<file path="src/rtl/gcd_datapath.sv">
// GCD datapath: holds the A/B operand registers, produces a registered
// compare status for an external controller, applies the controller's
// subtract commands and latches the result when the controller finishes.
// Protocol misuse by the controller is recorded in a sticky error flag.

module gcd_datapath #(
    parameter int WIDTH = 8
) (
    input  logic             clk,
    input  logic             reset,
    input  logic             start,
    input  logic [WIDTH-1:0] a_in,
    input  logic [WIDTH-1:0] b_in,
    input  logic [1:0]       sub_AB,
    input  logic             finish,
    output logic [1:0]       A_gr,
    output logic [WIDTH-1:0] gcd_out,
    output logic             gcd_valid,
    output logic             busy,
    output logic             err
);

    // Compare status reported to the controller.
    typedef enum logic [1:0] {
        GR_PENDING = 2'd0,
        GR_DONE    = 2'd1,
        GR_A_GT    = 2'd2,
        GR_B_GT    = 2'd3
    } gr_e;

    // Subtract command issued by the controller.
    typedef enum logic [1:0] {
        SUB_NONE = 2'd0,
        SUB_A    = 2'd1,
        SUB_B    = 2'd2,
        SUB_RSVD = 2'd3
    } sub_e;

    logic [WIDTH-1:0] a_q, a_d;
    logic [WIDTH-1:0] b_q, b_d;
    logic [WIDTH-1:0] gcd_q, gcd_d;
    gr_e              gr_q, gr_d;
    logic             valid_q, valid_d;
    logic             busy_q, busy_d;
    logic             err_q, err_d;

    sub_e             cmd;
    assign cmd = sub_e'(sub_AB);

    // Next-state logic: load, compare, subtract and finish handling.
    always_comb begin
        // NOTE: every _d starts as its _q so no path through the branches
        // below leaves a signal unassigned and infers a latch.
        a_d     = a_q;
        b_d     = b_q;
        gcd_d   = gcd_q;
        gr_d    = gr_q;
        valid_d = valid_q;
        busy_d  = busy_q;
        err_d   = err_q;

        if (!busy_q) begin
            // Idle: only start matters; stray commands and finish are ignored.
            if (start) begin
                a_d     = a_in;
                b_d     = b_in;
                busy_d  = 1'b1;
                valid_d = 1'b0;
                gr_d    = GR_PENDING;
                err_d   = 1'b0;
            end
        end else if (finish) begin
            // Finish wins over any simultaneous subtract, which is discarded.
            gcd_d   = (a_q == '0) ? b_q : a_q;
            valid_d = 1'b1;
            busy_d  = 1'b0;
            gr_d    = GR_PENDING;
            if (gr_q != GR_DONE || cmd != SUB_NONE) begin
                err_d = 1'b1;
            end
        end else if (cmd != SUB_NONE) begin
            // A subtract is only legal when it agrees with the held status.
            if (cmd == SUB_A && gr_q == GR_A_GT) begin
                a_d  = a_q - b_q;
                gr_d = GR_PENDING;
            end else if (cmd == SUB_B && gr_q == GR_B_GT) begin
                b_d  = b_q - a_q;
                gr_d = GR_PENDING;
            end else begin
                err_d = 1'b1;
            end
        end else if (gr_q == GR_PENDING) begin
            // Status is computed once from the registers, then held.
            if (a_q == '0 || b_q == '0) begin
                gr_d = GR_DONE;
            end else if (a_q == b_q) begin
                gr_d = GR_DONE;
            end else if (a_q > b_q) begin
                gr_d = GR_A_GT;
            end else begin
                gr_d = GR_B_GT;
            end
        end
    end

    // State registers with asynchronous clear.
    always_ff @(posedge clk or negedge reset) begin
        if (!reset) begin
            a_q     <= '0;
            b_q     <= '0;
            gcd_q   <= '0;
            gr_q    <= GR_PENDING;
            valid_q <= 1'b0;
            busy_q  <= 1'b0;
            err_q   <= 1'b0;
        end else begin
            // NOTE: non-blocking so every register samples pre-edge values.
            a_q     <= a_d;
            b_q     <= b_d;
            gcd_q   <= gcd_d;
            gr_q    <= gr_d;
            valid_q <= valid_d;
            busy_q  <= busy_d;
            err_q   <= err_d;
        end
    end

    assign A_gr      = gr_q;
    assign gcd_out   = gcd_q;
    assign gcd_valid = valid_q;
    assign busy      = busy_q;
    assign err       = err_q;

endmodule

</file>
<file path="config.mk">
export PLATFORM = sky130hd
export DESIGN_NAME = gcd_datapath
export DESIGN_NICKNAME = d
export VERILOG_FILES = /design/src/rtl/gcd_datapath.sv
export SDC_FILE = /design/constraint.sdc
export NUM_CORES = 1
export LEC_CHECK = 0
export CAP_MARGIN = 25
export CORE_MARGIN = 10
export CORE_UTILIZATION = 37
export CTS_CLUSTER_DIAMETER = 100
export DETAILED_ROUTE_END_ITERATION = 6
export PLACE_DENSITY_LB_ADDON = 0.15
export SETUP_SLACK_MARGIN = 0.5
export SYNTH_ARGS = -nofsm -noshare
export SYNTH_HDL_FRONTEND = slang
export SYNTH_SLANG_ARGS = --single-unit
</file>
<file path="constraint.sdc">
create_clock -name clk -period 2.12 [get_ports clk]
set_clock_uncertainty 0.15 [all_clocks]
set_input_delay 0.318 -clock clk [delete_from_list [all_inputs] [get_ports clk]]
set_output_delay 0.318 -clock clk [all_outputs]
set_load 0.02 [all_outputs]
</file>
==> results.cfg, run 1 <==
[cts]
htreeDepth = 2
cts_tree = yes
numCtsBuffers = 5
cts_root_buffer = clkbuf_8
clock_latency_ps = 280
hold_buffers = 0
clock_path_buffers = 2
cts.sinks = 29
clkTransAtPathRegs_ps = 70

[sta]
setup_viol = 1
setup_ws_ps = -119
period_needed_ps = 2240
period_share_pct = 106
fmax_ghz = 0.447
worst_pin_slew_ps = 512
drv_slew = 0
maxSlewHeadroom_pct = 65.9
rsz0062_at_grt = yes
hold_viol_final = 0

[setup_path]
crit_buf_inv = 1
crit_type = flop to flop
crit_family = simple AND/OR/NAND/NOR gates
cp_max_fo = 3
slowest_delay_ps = 440
crit_cells = 7
slowest_stage = dfrtp_2
worstSetupEndpointType = flop
crit_chain = buf_6 > fa_2 > nor2b_4 > o31a_1 > nor3_2 > o2111ai_1 > or3b_1
critPathLaunchType = flop
cp_data_required_time_ps = 2130
reg2reg_depth = 7
worstPathArrival_ps = 2250

[placement]
dp_slack_ps = -52.7
gp_congestion = 0.872
port_buffers = 34
dpl-instance-area_mm2 = 0.00288
place_inst = 380
dp_hpwl_um = 4640

[logic_synthesis]
synth-simple-area-share_pct = 21.0
synth_top_area_share_pct = 33.4
synth_nets = 284
syn_inst = 245
ys_types = 49
synth_adder_area_share_pct = 10.5
synthFlopType = dfrtp_1
synthMuxAreaShare_pct = 5.71
synth_compound_area_share_pct = 20.8
yosys.area.top_type = dfrtp_1
synth_area_mm2 = 0.00217
synth_top_family_by_area = simple AND/OR/NAND/NOR gates
synth_edf_count = 0
synth_seq_cells = 29
synth_area_leaders = dfrtp_1 33%, ha_1 8.7%, a21oi_1 6.2%, mux2i_1 4.2%, nor2_1 4.0%
synth_most_common_cell = dfrtp_1
ys_top_cells_by_count = 29 x dfrtp_1, 27 x a21oi_1, 23 x nor2_1
synth-xor-area-share_pct = 2.42
syn_area_per_cell_um2 = 8.86
ys_seq_area_share_pct = 33.4
yosys_warnings = 0
postSynth.asyncResetShare_pct = 100

[power]
power.leakage_nw = 1.53
irDropWorstVdd_mv = 0.933
p_per_area_mw_per_mm2 = 1680

[floorplan]
die_h_um = 96.6
start_util_pct = 38.7
die_area_mm2 = 0.00933
die-width_um = 96.6
rows = 27
core_area_mm2 = 0.00561
num_io_pins = 35

[finish]
area_growth_pct = 60.4
drive_above_1_share_pct = 43.5
stdcell_area_mm2 = 0.00348
final_cells = 410
diodes = 0
postLayoutCoreUtil_pct = 62.1
num-nets-final = 376

[detailed_routing]
dr.pass1.iters = 4
detail-route-antenna-nets = 0
vias = 2147
wirelength_um = 6850
drt-initial-drc-count = 154
routed_via_density = 5.24
wl_per_cell_um = 16.7
drc_errors = 0

[outcome]
run_status = complete, but fails checks
failed_checks = negative setup slack

[grt]
overflow = 0
grt_first_pass_wirelength_um = 10700
antenna_found_initial = 0
grt_max_degree = 30
grt_pass1_vias = 2151
grtUsageTotal_pct = 14.5

[min_path]
holdPathStages = 3
hp-class = primary input to flop

[job]
maxCapViolations = 0
-- worst register-to-register path, delay by kind of cell (launching register included) --
family	cells	cell delay, ps
AND/OR/NAND/NOR	3	570
buffers and inverters	1	140
adder cells (fa/ha/maj)	1	410
AO/OA/AOI/OAI	2	410
flip-flops	1	440
-- placed cells by master (no fill, tap or decap), drive strengths merged, types with 5 or more instances in the layout --
master / n
inv: 20
o21ai: 16
dlygate4sd2: 11
clkdlybuf4s50: 18
a21oi: 28
a31oi: 6
ha: 15
dfrtp: 29
or4: 6
clkbuf: 7
nor2b: 5
nor2: 24
nand2: 14
mux2i: 9
buf: 62
o31ai: 6
nand3b: 11
-- per-layer routing --
layer	routed length [um]	global-route usage, %	vias to the layer above
li1	-	-	1056
met1	3110	18.7	1023
met2	3220	23.7	58
met3	428	3.32	10
met4	96	4.00	0
met5	0	0	-
-- per-stage QoR --
step	power (mW)	TNS, ps	hold WS [ps]
2_1_floorplan	3.01	0	-128
3_3_place_gp	4.07	0	356
3_5_place_dp	4.08	-71.5	368
4_1_cts	5.26	-45.3	284
5_1_grt	6.24	-390	293
6_report	5.84	-119	252
-- state kept, by name (all words and copies together) (netlist names) --
| register | count |
|---|---|
| A_gr | 2 |
| a_q | 8 |
| busy | 1 |
| err | 1 |
| b_q | 8 |
| gcd_valid | 1 |
| gcd_out | 8 |
-- kinds of logic (layout without fill, tap and decap cells) --
| family | Yosys count | after routing |
|---|---|---|
| simple gates | 79 | 79 |
| compound gates | 71 | 71 |
| buf+inv | 31 | 124 |
| flops | 29 | 29 |
| fa+ha+maj | 17 | 17 |
| mux | 12 | 12 |
| xor+xnor | 6 | 6 |
-- power breakdown --
| part | internal [mW] | switching, mW |
|---|---|---|
| sequential | 0.795 | 0.234 |
| clock | 0.227 | 0.228 |
| combinational | 2.22 | 2.13 |
| total | 3.25 | 2.59 |
-- what timing repair did --
item | in CTS | in global routing
setup buffers | 12 | 10
resized for setup | 70 | 36
pin swaps | 28 | 25
endpoints found under the setup margin | 39 | 30
-- final timing paths --
path / from / endpoint / slack, ps
hold / removal: sub_AB[0] / err$_DFFE_PN0P_ / 250
max in group asynchronous: reset / a_q[0]$_DFFE_PN0P_ / 1220
setup reg to reg: a_q[1]$_DFFE_PN0P_ / b_q[6]$_DFFE_PN0P_ / -120
hold reg to reg: gcd_out[5]$_DFFE_PN0P_ / gcd_out[5]$_DFFE_PN0P_ / 370
setup / recovery: a_q[1]$_DFFE_PN0P_ / b_q[6]$_DFFE_PN0P_ / -120
min in group asynchronous: reset / err$_DFFE_PN0P_ / 280
-- area by class of cell --
class / count / area, um2
fill: 502 / 2130
sequential: 29 / 737
timing repair buffer: 96 / 855
clock inverter: 2 / 10.0
multi-input combinational: 185 / 1640
clock buffer: 6 / 72.6
tap: 72 / 90.1
inverter: 20 / 77.6
No activity file was read; power rests on OpenSTA's default activity.
==> run 2, diff against run 1 <==
GPL_ROUTABILITY_DRIVEN = 0   (was not set)
==> results of run 2 <==
No change in the layout: final DEF, timing and power equal those of run 1.
